$ cat config.mk
export PLATFORM = sky130hd
export DESIGN_NAME = udar_scan_ctrl_flat
export DESIGN_NICKNAME = d
export VERILOG_FILES = /design/src/rtl/udar_scan_ctrl_if.sv /design/src/rtl/udar_scan_ctrl.sv /design/src/flat_wrapper.sv
export SDC_FILE = /design/constraint.sdc
export NUM_CORES = 1
export LEC_CHECK = 0
export ABC_AREA = 0
export CORE_MARGIN = 4
export CORE_UTILIZATION = 30
export CTS_CLUSTER_SIZE = 40
export DETAILED_ROUTE_END_ITERATION = 6
export GPL_ROUTABILITY_DRIVEN = 0
export GPL_TIMING_DRIVEN = 0
export PLACE_DENSITY_LB_ADDON = 0.2
export SLEW_MARGIN = 40
export SYNTH_ARGS = -nofsm -noshare
export SYNTH_HDL_FRONTEND = slang
export SYNTH_SLANG_ARGS = --single-unit
$ cat constraint.sdc
create_clock -name clk -period 3 [get_ports clk]
set_clock_uncertainty 0.1 [all_clocks]
set_input_delay 0.45 -clock clk [delete_from_list [all_inputs] [get_ports clk]]
set_output_delay 0.45 -clock clk [all_outputs]
set_load 0.03 [all_outputs]
$ cat src/rtl/udar_scan_ctrl_if.sv
// UDAR scan controller bus: UART RX/TX, servo PWM load and ranging handshake.
// master = sequencer side, slave = surrounding cores.
interface udar_scan_ctrl_if;
    logic [7:0]  rx_data;
    logic        rx_valid;
    logic [7:0]  tx_data;
    logic        tx_start;
    logic        tx_busy;
    logic [7:0]  servo_x;
    logic [7:0]  servo_y;
    logic        servo_load;
    logic        meas_start;
    logic        meas_done;
    logic [23:0] meas_width;
    logic        busy;
    logic        err;
    logic        ovr;

    modport master (
        input  rx_data, rx_valid, tx_busy, meas_done, meas_width,
        output tx_data, tx_start, servo_x, servo_y, servo_load, meas_start,
               busy, err, ovr
    );

    modport slave (
        output rx_data, rx_valid, tx_busy, meas_done, meas_width,
        input  tx_data, tx_start, servo_x, servo_y, servo_load, meas_start,
               busy, err, ovr
    );
endinterface

$ cat src/rtl/udar_scan_ctrl.sv
// UDAR command sequencer: cmd/x/y frames -> servo move, settle, optional ranging, UART reply.
// Optional macro UDAR_SCAN_CLAMP_EN clamps positions to [ANGLE_MIN, ANGLE_MAX].
module udar_scan_ctrl #(
    parameter int unsigned SETTLE_CYCLES = 1000000,
    parameter int unsigned ECHO_TIMEOUT  = 1900000,
    parameter int unsigned GAP_CYCLES    = 500000,
    parameter logic [7:0]  SERVO_RESET   = 8'h80,
    parameter logic [7:0]  ANGLE_MIN     = 8'd20,
    parameter logic [7:0]  ANGLE_MAX     = 8'd230
) (
    input  logic            clk,
    input  logic            rst_n,
    udar_scan_ctrl_if.master bus
);
    localparam int unsigned CNT_MAX0 = (SETTLE_CYCLES > ECHO_TIMEOUT) ? SETTLE_CYCLES : ECHO_TIMEOUT;
    localparam int unsigned CNT_MAX  = (CNT_MAX0 > GAP_CYCLES) ? CNT_MAX0 : GAP_CYCLES;
    localparam int unsigned CNT_W    = $clog2(CNT_MAX + 1);

    typedef enum logic [2:0] {
        IDLE, GET_X, GET_Y, MOVE, SETTLE, TRIG, WAIT_ECHO, REPLY
    } state_t;

`ifdef UDAR_SCAN_CLAMP_EN
    function automatic logic [7:0] f_pos(input logic [7:0] v);
        if (v < ANGLE_MIN)      return ANGLE_MIN;
        else if (v > ANGLE_MAX) return ANGLE_MAX;
        else                    return v;
    endfunction
`else
    function automatic logic [7:0] f_pos(input logic [7:0] v);
        return v;
    endfunction
    logic w_unused_angle;
    assign w_unused_angle = ^{ANGLE_MIN, ANGLE_MAX};
`endif

    state_t           r_state;
    logic [CNT_W-1:0] r_cnt;
    logic             r_cmd_meas;
    logic [7:0]       r_x;
    logic [31:0]      r_reply;
    logic [2:0]       r_left;
    logic             r_guard;
    logic [7:0]       r_tx_data;
    logic             r_tx_start;
    logic [7:0]       r_servo_x;
    logic [7:0]       r_servo_y;
    logic             r_servo_load;
    logic             r_meas_start;
    logic             r_busy;
    logic             r_err;
    logic             r_ovr;

    always_ff @(posedge clk or negedge rst_n) begin
        if (!rst_n) begin
            r_state      <= IDLE;
            r_cnt        <= '0;
            r_cmd_meas   <= 1'b0;
            r_x          <= '0;
            r_reply      <= '0;
            r_left       <= '0;
            r_guard      <= 1'b0;
            r_tx_data    <= '0;
            r_tx_start   <= 1'b0;
            r_servo_x    <= SERVO_RESET;
            r_servo_y    <= SERVO_RESET;
            r_servo_load <= 1'b0;
            r_meas_start <= 1'b0;
            r_busy       <= 1'b0;
            r_err        <= 1'b0;
            r_ovr        <= 1'b0;
        end else begin
            r_tx_start   <= 1'b0;
            r_servo_load <= 1'b0;
            r_meas_start <= 1'b0;
            r_err        <= 1'b0;
            if (bus.rx_valid && !(r_state inside {IDLE, GET_X, GET_Y}))
                r_ovr <= 1'b1;

            case (r_state)
                IDLE: begin
                    r_cnt <= '0;
                    if (bus.rx_valid) begin
                        if (bus.rx_data == 8'h0F || bus.rx_data == 8'hF0) begin
                            r_cmd_meas <= (bus.rx_data == 8'h0F);
                            r_busy     <= 1'b1;
                            r_state    <= GET_X;
                        end else begin
                            r_err <= 1'b1;
                        end
                    end
                end
                GET_X, GET_Y: begin
                    if (bus.rx_valid) begin
                        r_cnt <= '0;
                        if (r_state == GET_X) begin
                            r_x     <= bus.rx_data;
                            r_state <= GET_Y;
                        end else begin
                            r_servo_x    <= f_pos(r_x);
                            r_servo_y    <= f_pos(bus.rx_data);
                            r_servo_load <= 1'b1;
                            r_state      <= MOVE;
                        end
                    end else if (r_cnt == CNT_W'(GAP_CYCLES - 1)) begin
                        r_cnt   <= '0;
                        r_err   <= 1'b1;
                        r_busy  <= 1'b0;
                        r_state <= IDLE;
                    end else begin
                        r_cnt <= r_cnt + 1'b1;
                    end
                end
                MOVE: begin
                    r_cnt   <= '0;
                    r_state <= SETTLE;
                end
                SETTLE: begin
                    if (r_cnt == CNT_W'(SETTLE_CYCLES - 1)) begin
                        r_cnt <= '0;
                        if (r_cmd_meas) begin
                            r_meas_start <= 1'b1;
                            r_state      <= TRIG;
                        end else begin
                            r_reply <= {8'hAC, 24'h0};
                            r_left  <= 3'd1;
                            r_guard <= 1'b0;
                            r_state <= REPLY;
                        end
                    end else begin
                        r_cnt <= r_cnt + 1'b1;
                    end
                end
                TRIG: begin
                    r_cnt   <= '0;
                    r_state <= WAIT_ECHO;
                end
                WAIT_ECHO: begin
                    // A done strobe in the expiry cycle is checked first, so it wins.
                    if (bus.meas_done) begin
                        r_cnt   <= '0;
                        r_reply <= {8'hA5, bus.meas_width};
                        r_left  <= 3'd4;
                        r_guard <= 1'b0;
                        r_state <= REPLY;
                    end else if (r_cnt == CNT_W'(ECHO_TIMEOUT - 1)) begin
                        r_cnt   <= '0;
                        r_reply <= {8'hE1, 24'h0};
                        r_left  <= 3'd4;
                        r_guard <= 1'b0;
                        r_state <= REPLY;
                    end else begin
                        r_cnt <= r_cnt + 1'b1;
                    end
                end
                REPLY: begin
                    // The guard cycle after the last byte also lets busy drop one cycle after it.
                    if (r_guard) begin
                        r_guard <= 1'b0;
                        if (r_left == 3'd0) begin
                            r_busy  <= 1'b0;
                            r_state <= IDLE;
                        end
                    end else if (r_left != 3'd0 && !bus.tx_busy) begin
                        r_tx_start <= 1'b1;
                        r_tx_data  <= r_reply[31:24];
                        r_reply    <= {r_reply[23:0], 8'h00};
                        r_left     <= r_left - 1'b1;
                        r_guard    <= 1'b1;
                    end
                end
                default: begin
                    r_busy  <= 1'b0;
                    r_state <= IDLE;
                end
            endcase
        end
    end

    assign bus.tx_data    = r_tx_data;
    assign bus.tx_start   = r_tx_start;
    assign bus.servo_x    = r_servo_x;
    assign bus.servo_y    = r_servo_y;
    assign bus.servo_load = r_servo_load;
    assign bus.meas_start = r_meas_start;
    assign bus.busy       = r_busy;
    assign bus.err        = r_err;
    assign bus.ovr        = r_ovr;
endmodule
$ cat src/flat_wrapper.sv
// flat-port wrapper written by rule: the top's interface ports become plain ports
module udar_scan_ctrl_flat 
#(
    parameter int unsigned SETTLE_CYCLES = 1000000,
    parameter int unsigned ECHO_TIMEOUT  = 1900000,
    parameter int unsigned GAP_CYCLES    = 500000,
    parameter logic [7:0]  SERVO_RESET   = 8'h80,
    parameter logic [7:0]  ANGLE_MIN     = 8'd20,
    parameter logic [7:0]  ANGLE_MAX     = 8'd230
)
  (clk, rst_n, bus_rx_data, bus_rx_valid, bus_tx_busy, bus_meas_done, bus_meas_width, bus_tx_data, bus_tx_start, bus_servo_x, bus_servo_y, bus_servo_load, bus_meas_start, bus_busy, bus_err, bus_ovr);
  udar_scan_ctrl_if bus_i ();
  input  logic clk;
  input  logic rst_n;
  input wire logic [$bits(bus_i.rx_data)-1:0] bus_rx_data;
  input wire logic [$bits(bus_i.rx_valid)-1:0] bus_rx_valid;
  input wire logic [$bits(bus_i.tx_busy)-1:0] bus_tx_busy;
  input wire logic [$bits(bus_i.meas_done)-1:0] bus_meas_done;
  input wire logic [$bits(bus_i.meas_width)-1:0] bus_meas_width;
  output wire logic [$bits(bus_i.tx_data)-1:0] bus_tx_data;
  output wire logic [$bits(bus_i.tx_start)-1:0] bus_tx_start;
  output wire logic [$bits(bus_i.servo_x)-1:0] bus_servo_x;
  output wire logic [$bits(bus_i.servo_y)-1:0] bus_servo_y;
  output wire logic [$bits(bus_i.servo_load)-1:0] bus_servo_load;
  output wire logic [$bits(bus_i.meas_start)-1:0] bus_meas_start;
  output wire logic [$bits(bus_i.busy)-1:0] bus_busy;
  output wire logic [$bits(bus_i.err)-1:0] bus_err;
  output wire logic [$bits(bus_i.ovr)-1:0] bus_ovr;
  assign bus_i.rx_data = bus_rx_data;
  assign bus_i.rx_valid = bus_rx_valid;
  assign bus_i.tx_busy = bus_tx_busy;
  assign bus_i.meas_done = bus_meas_done;
  assign bus_i.meas_width = bus_meas_width;
  assign bus_tx_data = bus_i.tx_data;
  assign bus_tx_start = bus_i.tx_start;
  assign bus_servo_x = bus_i.servo_x;
  assign bus_servo_y = bus_i.servo_y;
  assign bus_servo_load = bus_i.servo_load;
  assign bus_meas_start = bus_i.meas_start;
  assign bus_busy = bus_i.busy;
  assign bus_err = bus_i.err;
  assign bus_ovr = bus_i.ovr;
  udar_scan_ctrl #(.SETTLE_CYCLES(SETTLE_CYCLES), .ECHO_TIMEOUT(ECHO_TIMEOUT), .GAP_CYCLES(GAP_CYCLES), .SERVO_RESET(SERVO_RESET), .ANGLE_MIN(ANGLE_MIN), .ANGLE_MAX(ANGLE_MAX)) u_core (.clk(clk), .rst_n(rst_n), .bus(bus_i));
endmodule
==> results.py, run 1 <==
metrics = {
    "run_status": {
        "status": "complete, no violations",
    },
    "drt": {
        "post_drt_wl_per_cell_um": 15.5,
        "drt_iter0_markers": 146,
        "viasPerCell": 4.88,
        "drc": 0,
        "final_antenna_net_count": 0,
        "num_vias": 3325,
        "wirelength_mm": 10.6,
        "drt_first_pass_iters": 4,
    },
    "sta": {
        "rsz0062_at_grt": "false",
        "fmax_mhz": 343,
        "period_needed_ns": 2.92,
        "tightest_slew_ns": 0.655,
        "setup_violations": 0,
        "setup_tns_ns": 0,
        "hold_viol_final": 0,
        "slew_headroom_pct": 56.1,
        "drv_slew": 0,
        "setup_slack_ns": 0.0841,
        "period_share_pct": 97.2,
    },
    "floorplan": {
        "fp.dieArea_um2": 16800,
        "start_util_pct": 30.6,
        "chipWidth_um": 129,
        "die_h_um": 129,
        "row_count": 44,
        "core_area_um2": 14500,
        "io_pins": 67,
    },
    "synthesis": {
        "synth_area_per_cell_um2": 10.7,
        "ys_warn_count": 0,
        "synth_top_flop_cell": "dfrtp_1",
        "yosysUniqueCellTypes": 50,
        "synthArstFlopShare_pct": 100,
        "syn_nets": 453,
        "synth-seq-area-share_pct": 56.0,
        "syn-cell-area_um2": 4430,
        "synth-edff-count": 0,
        "synthCells": 413,
        "ys_ff_latch": 99,
    },
    "worst_setup_path": {
        "critPathArrivalTime_ns": 3.05,
        "crit_type": "reg -> reg",
        "crit_path_cell_trace": "or4_1 > or4_4 > o311ai_4 > o211ai_4 > buf_6 > a21o_1 > a22o_1",
        "cp-start-kind": "flop",
        "cpPeakStageDelay_ns": 0.57,
        "crit_slowest_cell": "or4_1",
        "worstPathMaxFanout": 10,
        "critPathCaptureType": "flop",
        "cp_data_required_time_ns": 3.14,
    },
    "clocking": {
        "clk_path_buf_depth": 2,
        "cts_buffers": 9,
        "post-cts-setup-buffers": 0,
        "clock-sinks": 99,
        "clock_latency_ns": 0.35,
        "cts_tree": "done",
        "root_buffer": "clkbuf_16",
        "ctsHtreeMaxLevel": 3,
        "clk_pin_slew_ns": 0.07,
    },
    "pwr": {
        "internal-power_mw": 3.50,
        "clkPwrFrac_pct": 23.1,
        "power_density_nw_per_um2": 976,
        "power.leakage_nw": 2.36,
        "power.share.switching_pct": 37.4,
        "combPwrFrac_pct": 40.5,
        "peakVddDrop_v": 0.000586,
        "seqPwrFrac_pct": 36.4,
        "p_sw_mw": 2.09,
    },
    "final_layout": {
        "layout.nets": 532,
        "mostFrequentLayoutCell": "dfrtp_1",
        "fin_util_pct": 39.6,
        "antennaDiodeCount": 0,
        "drive_gt1_share_pct": 12.3,
        "layout_common_cells": "97 x dfrtp_1, 65 x clkdlybuf4s50_1, 60 x nand2_1",
        "syn2layout_area_growth_pct": 29.4,
    },
    "grt": {
        "track_usage_pct": 13.2,
        "antenna_found_initial": 0,
        "grt_max_degree": 54,
        "overflow": 0,
        "grt_pass1_vias": 3451,
        "grt_pass1_wl_mm": 17.6,
    },
    "place": {
        "port_buffers": 66,
        "hpwl_mm": 7.54,
        "place_ws_ns": -0.0779,
    },
    "run": {
        "cap_violations": 0,
    },
    "hold_path": {
        "hold_class": "reg -> reg",
    },
}
-- cells in the mapped netlist (all sizes together), types with 6 or more instances --
cell    count  area (um2)
nor2       36         138
clkbuf     17        63.8
a21oi       8        40.0
o21ai      27         135
dfrtp      97        2430
nand4       8        56.3
inv         7        26.3
nor3        6        35.0
xnor2      13         114
a22o       13         114
nand2      60         225
a22oi      16         120
nand3      12        60.1
mux2       25         282
-- registers in the layout, summed over array words and instances, names as in the netlist --
name / flops
u_core.r_cmd_meas: 1
u_core.bus.err: 1
u_core.bus.servo_load: 1
u_core.bus.servo_x: 8
u_core.bus.tx_data: 8
u_core.r_x: 8
u_core.r_left: 3
u_core.r_reply: 32
u_core.bus.servo_y: 8
u_core.bus.busy: 1
u_core.bus.meas_start: 1
u_core.r_state: 3
u_core.bus.tx_start: 1
u_core.r_guard: 1
u_core.r_cnt: 21
u_core.bus.ovr: 1
-- layout make-up --
cell class,count,area (um2)
Tap cell,184,230
Clock inverter,5,82.6
Fill cell,1439,8750
Inverter,7,26.3
Sequential cell,99,2480
Clock buffer,11,253
Timing Repair Buffer,68,703
Multi-Input combinational cell,287,1860
Buffer,20,91.3
-- stage by stage --
stage          hold slack (ns)  cell area (um2)  std cells  power [mW]
3_3_place_gp             0.342             5320        663        4.23
3_5_place_dp             0.273             5360        664        4.28
5_1_grt                  0.370             5730        681        5.95
6_report                 0.356             5730        681        5.59
4_1_cts                  0.361             5710        681        5.61
2_1_floorplan           0.0544             4430        413        3.48
-- layer usage --
metal	track usage (%)	up-vias	wire length, um
met5	0	-	0
met3	4.53	12	574
li1	-	1627	-
met4	4.77	0	174
met2	20.1	56	4760
met1	17.5	1630	5050
-- path summary, 6_finish.rpt --
check | startpoint | to | slack (ns) | cells past startpoint
min | u_core.bus.ovr$_DFFE_PN0P_ | u_core.bus.ovr$_DFFE_PN0P_ | 0.36 | 1
max | u_core.r_cnt[10]$_DFFE_PN0P_ | u_core.r_cnt[6]$_DFFE_PN0P_ | 0.08 | 7
min reg2reg | u_core.bus.ovr$_DFFE_PN0P_ | u_core.bus.ovr$_DFFE_PN0P_ | 0.36 | 1
max in group asynchronous | rst_n | u_core.r_cnt[19]$_DFFE_PN0P_ | 1.74 | 3
min in group asynchronous | rst_n | u_core.bus.tx_start$_DFF_PN0_ | 0.47 | 2
max reg2reg | u_core.r_cnt[10]$_DFFE_PN0P_ | u_core.r_cnt[6]$_DFFE_PN0P_ | 0.08 | 7
-- worst max-delay path, delay by kind of cell (launching register included) --
family	cells	cell delay (ns)
AO/OA/AOI/OAI	4	0.98
AND/OR/NAND/NOR	2	1.11
buffers and inverters	1	0.18
flip-flops	1	0.42
-- power groups by stage --
stage / logic (mW) / registers [mW] / clock network (mW)
final: 2.26 / 2.03 / 1.29
after global routing: 2.47 / 2.09 / 1.38
after CTS: 2.25 / 2.04 / 1.33
after detailed placement: 2.23 / 2.05 / 0
after global placement: 2.20 / 2.04 / 0
after floorplan: 1.17 / 2.31 / 0
-- cells by family after synthesis --
kind of cell    after synthesis  share of synthesized area, %
flops                        99                          56.0
simple gates                156                          17.2
fa+ha+maj                     3                         0.848
buf+inv                      27                          2.51
xor+xnor                     18                          3.56
compound gates               85                          13.6
mux                          25                          6.36
-- repair_timing --
| item | CTS | global route |
|---|---|---|
| endpoints found under the setup margin | 0 | 39 |
| hold buffers | 1 | 0 |
| endpoints found under the hold margin | 44 | 0 |
| resized for setup | 0 | 11 |
No activity file was read; power rests on OpenSTA's default activity.
==> inputs of run 2 (changes only) <==
Settings changed: CORE_UTILIZATION 30 to 54.
Clock period 3 ns to 3.01 ns, I/O delays scaled along.
==> results.py, run 2 (same netlist as run 1, synthesis figures left out) <==
metrics = {
    "run_status": {
        "status": "complete, no violations",
    },
    "clocking": {
        "clk_pin_slew_ns": 0.09,
        "root_buffer": "clkbuf_8",
        "cts_tree": "done",
        "cts_buffers": 9,
        "post-cts-setup-buffers": 0,
        "clock-sinks": 99,
        "clk_path_buf_depth": 2,
        "clock_latency_ns": 0.36,
        "ctsHtreeMaxLevel": 3,
    },
    "sta": {
        "slew_headroom_pct": 54.6,
        "hold_viol_final": 0,
        "period_needed_ns": 2.90,
        "rsz0062_at_grt": "false",
        "drv_slew": 0,
        "setup_violations": 0,
        "period_share_pct": 96.3,
        "fmax_mhz": 345,
        "tightest_slew_ns": 0.679,
    },
    "drt": {
        "final_antenna_net_count": 0,
        "viasPerCell": 5.71,
        "drc": 0,
        "num_vias": 3423,
        "wirelength_mm": 9.57,
        "drt_iter0_markers": 134,
        "drt_first_pass_iters": 4,
        "post_drt_wl_per_cell_um": 16.0,
    },
    "worst_setup_path": {
        "reg2reg_from": "u_core.r_cnt[10]$_DFFE_PN0P_",
        "critPathCaptureType": "flop",
        "crit_type": "reg -> reg",
        "cp_data_required_time_ns": 3.15,
        "cpPeakStageDelay_ns": 0.56,
        "crit_path_cell_trace": "or4_1 > or4_4 > o311ai_4 > o211ai_4 > buf_6 > a21o_1 > a22o_1",
        "rr_endpoint": "u_core.r_cnt[6]$_DFFE_PN0P_",
        "startpoint": "u_core.r_cnt[10]$_DFFE_PN0P_",
        "r2r_cells": 7,
        "crit_slowest_cell": "or4_1",
        "critPathArrivalTime_ns": 3.04,
        "rrSetupSlack_ns": 0.11,
        "cp-start-kind": "flop",
        "worstPathMaxFanout": 10,
        "crit_path_end": "u_core.r_cnt[6]$_DFFE_PN0P_",
    },
    "floorplan": {
        "core_area_um2": 7850,
        "die_h_um": 98.6,
        "start_util_pct": 56.4,
        "io_pins": 67,
        "row_count": 32,
        "chipWidth_um": 98.6,
        "fp.dieArea_um2": 9710,
    },
    "pwr": {
        "peakVddDrop_v": 0.000583,
        "power_density_nw_per_um2": 932,
        "power.leakage_nw": 2.29,
    },
    "grt": {
        "antenna_found_initial": 0,
        "track_usage_pct": 20.4,
        "grt_pass1_wl_mm": 16.1,
        "grt_max_degree": 72,
        "overflow": 0,
        "grt_pass1_vias": 3423,
    },
    "final_layout": {
        "layout_common_cells": "97 x dfrtp_1, 65 x clkdlybuf4s50_1, 60 x nand2_1",
        "fin_util_pct": 69.8,
        "reg.largest.list": "u_core.r_reply: 32 flops, u_core.r_cnt: 21 flops",
        "antennaDiodeCount": 0,
        "layout.nets": 532,
        "regMostFlops": "u_core.r_reply",
        "syn2layout_area_growth_pct": 23.7,
        "largest_reg_flops": 32,
        "drive_gt1_share_pct": 11.5,
        "instances_no_fill": 599,
        "mostFrequentLayoutCell": "dfrtp_1",
        "nFillCells": 605,
    },
    "place": {
        "dp.cells": 582,
        "hpwl_mm": 6.85,
        "port_buffers": 66,
    },
    "hold_path": {
        "hold_class": "reg -> reg",
    },
    "run": {
        "cap_violations": 0,
    },
}
-- run 2: timing repair --
item | in CTS | in global routing
hold buffers | 1 | 0
hold endpoints to repair | 28 | 0
endpoints found under the setup margin | 0 | 23
resized for setup | 0 | 6
-- run 2: worst max-delay path: cells and delay by family, from the launching register on --
kind	cells	cell delay, ns
buffers and inverters	1	0.19
AND/OR/NAND/NOR	2	1.09
AO/OA/AOI/OAI	4	0.98
flip-flops	1	0.43
-- run 2: how the worst min path moves through the flow --
stage                                       from                           endpoint  slack (ns)  cells after the start
6_report       u_core.bus.tx_data[1]$_DFFE_PN0P_  u_core.bus.tx_data[1]$_DFFE_PN0P_        0.38                      2
4_1_cts               u_core.bus.ovr$_DFFE_PN0P_         u_core.bus.ovr$_DFFE_PN0P_        0.38                      1
2_1_floorplan                              rst_n        u_core.bus.busy$_DFFE_PN0P_        0.06                      0
5_1_grt           u_core.r_reply[25]$_DFFE_PN0P_  u_core.bus.tx_data[1]$_DFFE_PN0P_        0.40                      2
3_5_place_dp                               rst_n       u_core.r_cnt[10]$_DFFE_PN0P_        0.22                      1
3_3_place_gp          u_core.bus.ovr$_DFFE_PN0P_         u_core.bus.ovr$_DFFE_PN0P_        0.34                      1
-- run 2: stage by stage --
| step | power (mW) | setup WS, ns | area [um2] | TNS [ns] | hold slack, ns |
|---|---|---|---|---|---|
| floorplan | 3.47 | 0.340 | 4430 | 0 | 0.0559 |
| global placement | 4.15 | -2.23 | 5220 | -220.20 | 0.344 |
| detailed placement | 4.25 | 0.0132 | 5260 | 0 | 0.216 |
| CTS | 5.10 | 0.0835 | 5460 | 0 | 0.380 |
| global route | 5.42 | 0.0478 | 5480 | 0 | 0.396 |
| finish | 5.11 | 0.112 | 5480 | 0 | 0.376 |
-- run 2: power by group --
| group | leakage [nW] | switching (mW) | internal [mW] |
|---|---|---|---|
| logic | 0.905 | 1.31 | 0.929 |
| clock network | 0.0943 | 0.459 | 0.390 |
| registers | 1.29 | 0.251 | 1.77 |
| total | 2.29 | 2.02 | 3.09 |
-- run 2: layout make-up --
class	instances	area [um2]	area share, %
clock buffer	11	131	2.40
sequential	99	2480	45.3
timing repair buffer	68	703	12.8
multi-input combinational	287	1860	34.0
inverter	7	26.3	0.480
buffer	20	87.6	1.60
tap	102	128	2.33
clock inverter	5	60.1	1.10
-- run 2: layer usage --
layer	vias up	track usage (%)	wire [um]
met3	7	6.86	581
met5	-	0	0
met1	1704	26.7	4260
met2	81	32.6	4620
li1	1631	-	-
met4	0	5.88	106
==> inputs of run 3 (changes only) <==
Settings changed: ABC_AREA 0 to default.
==> results of run 3 <==
No change in the layout: final DEF, timing and power equal those of run 2.
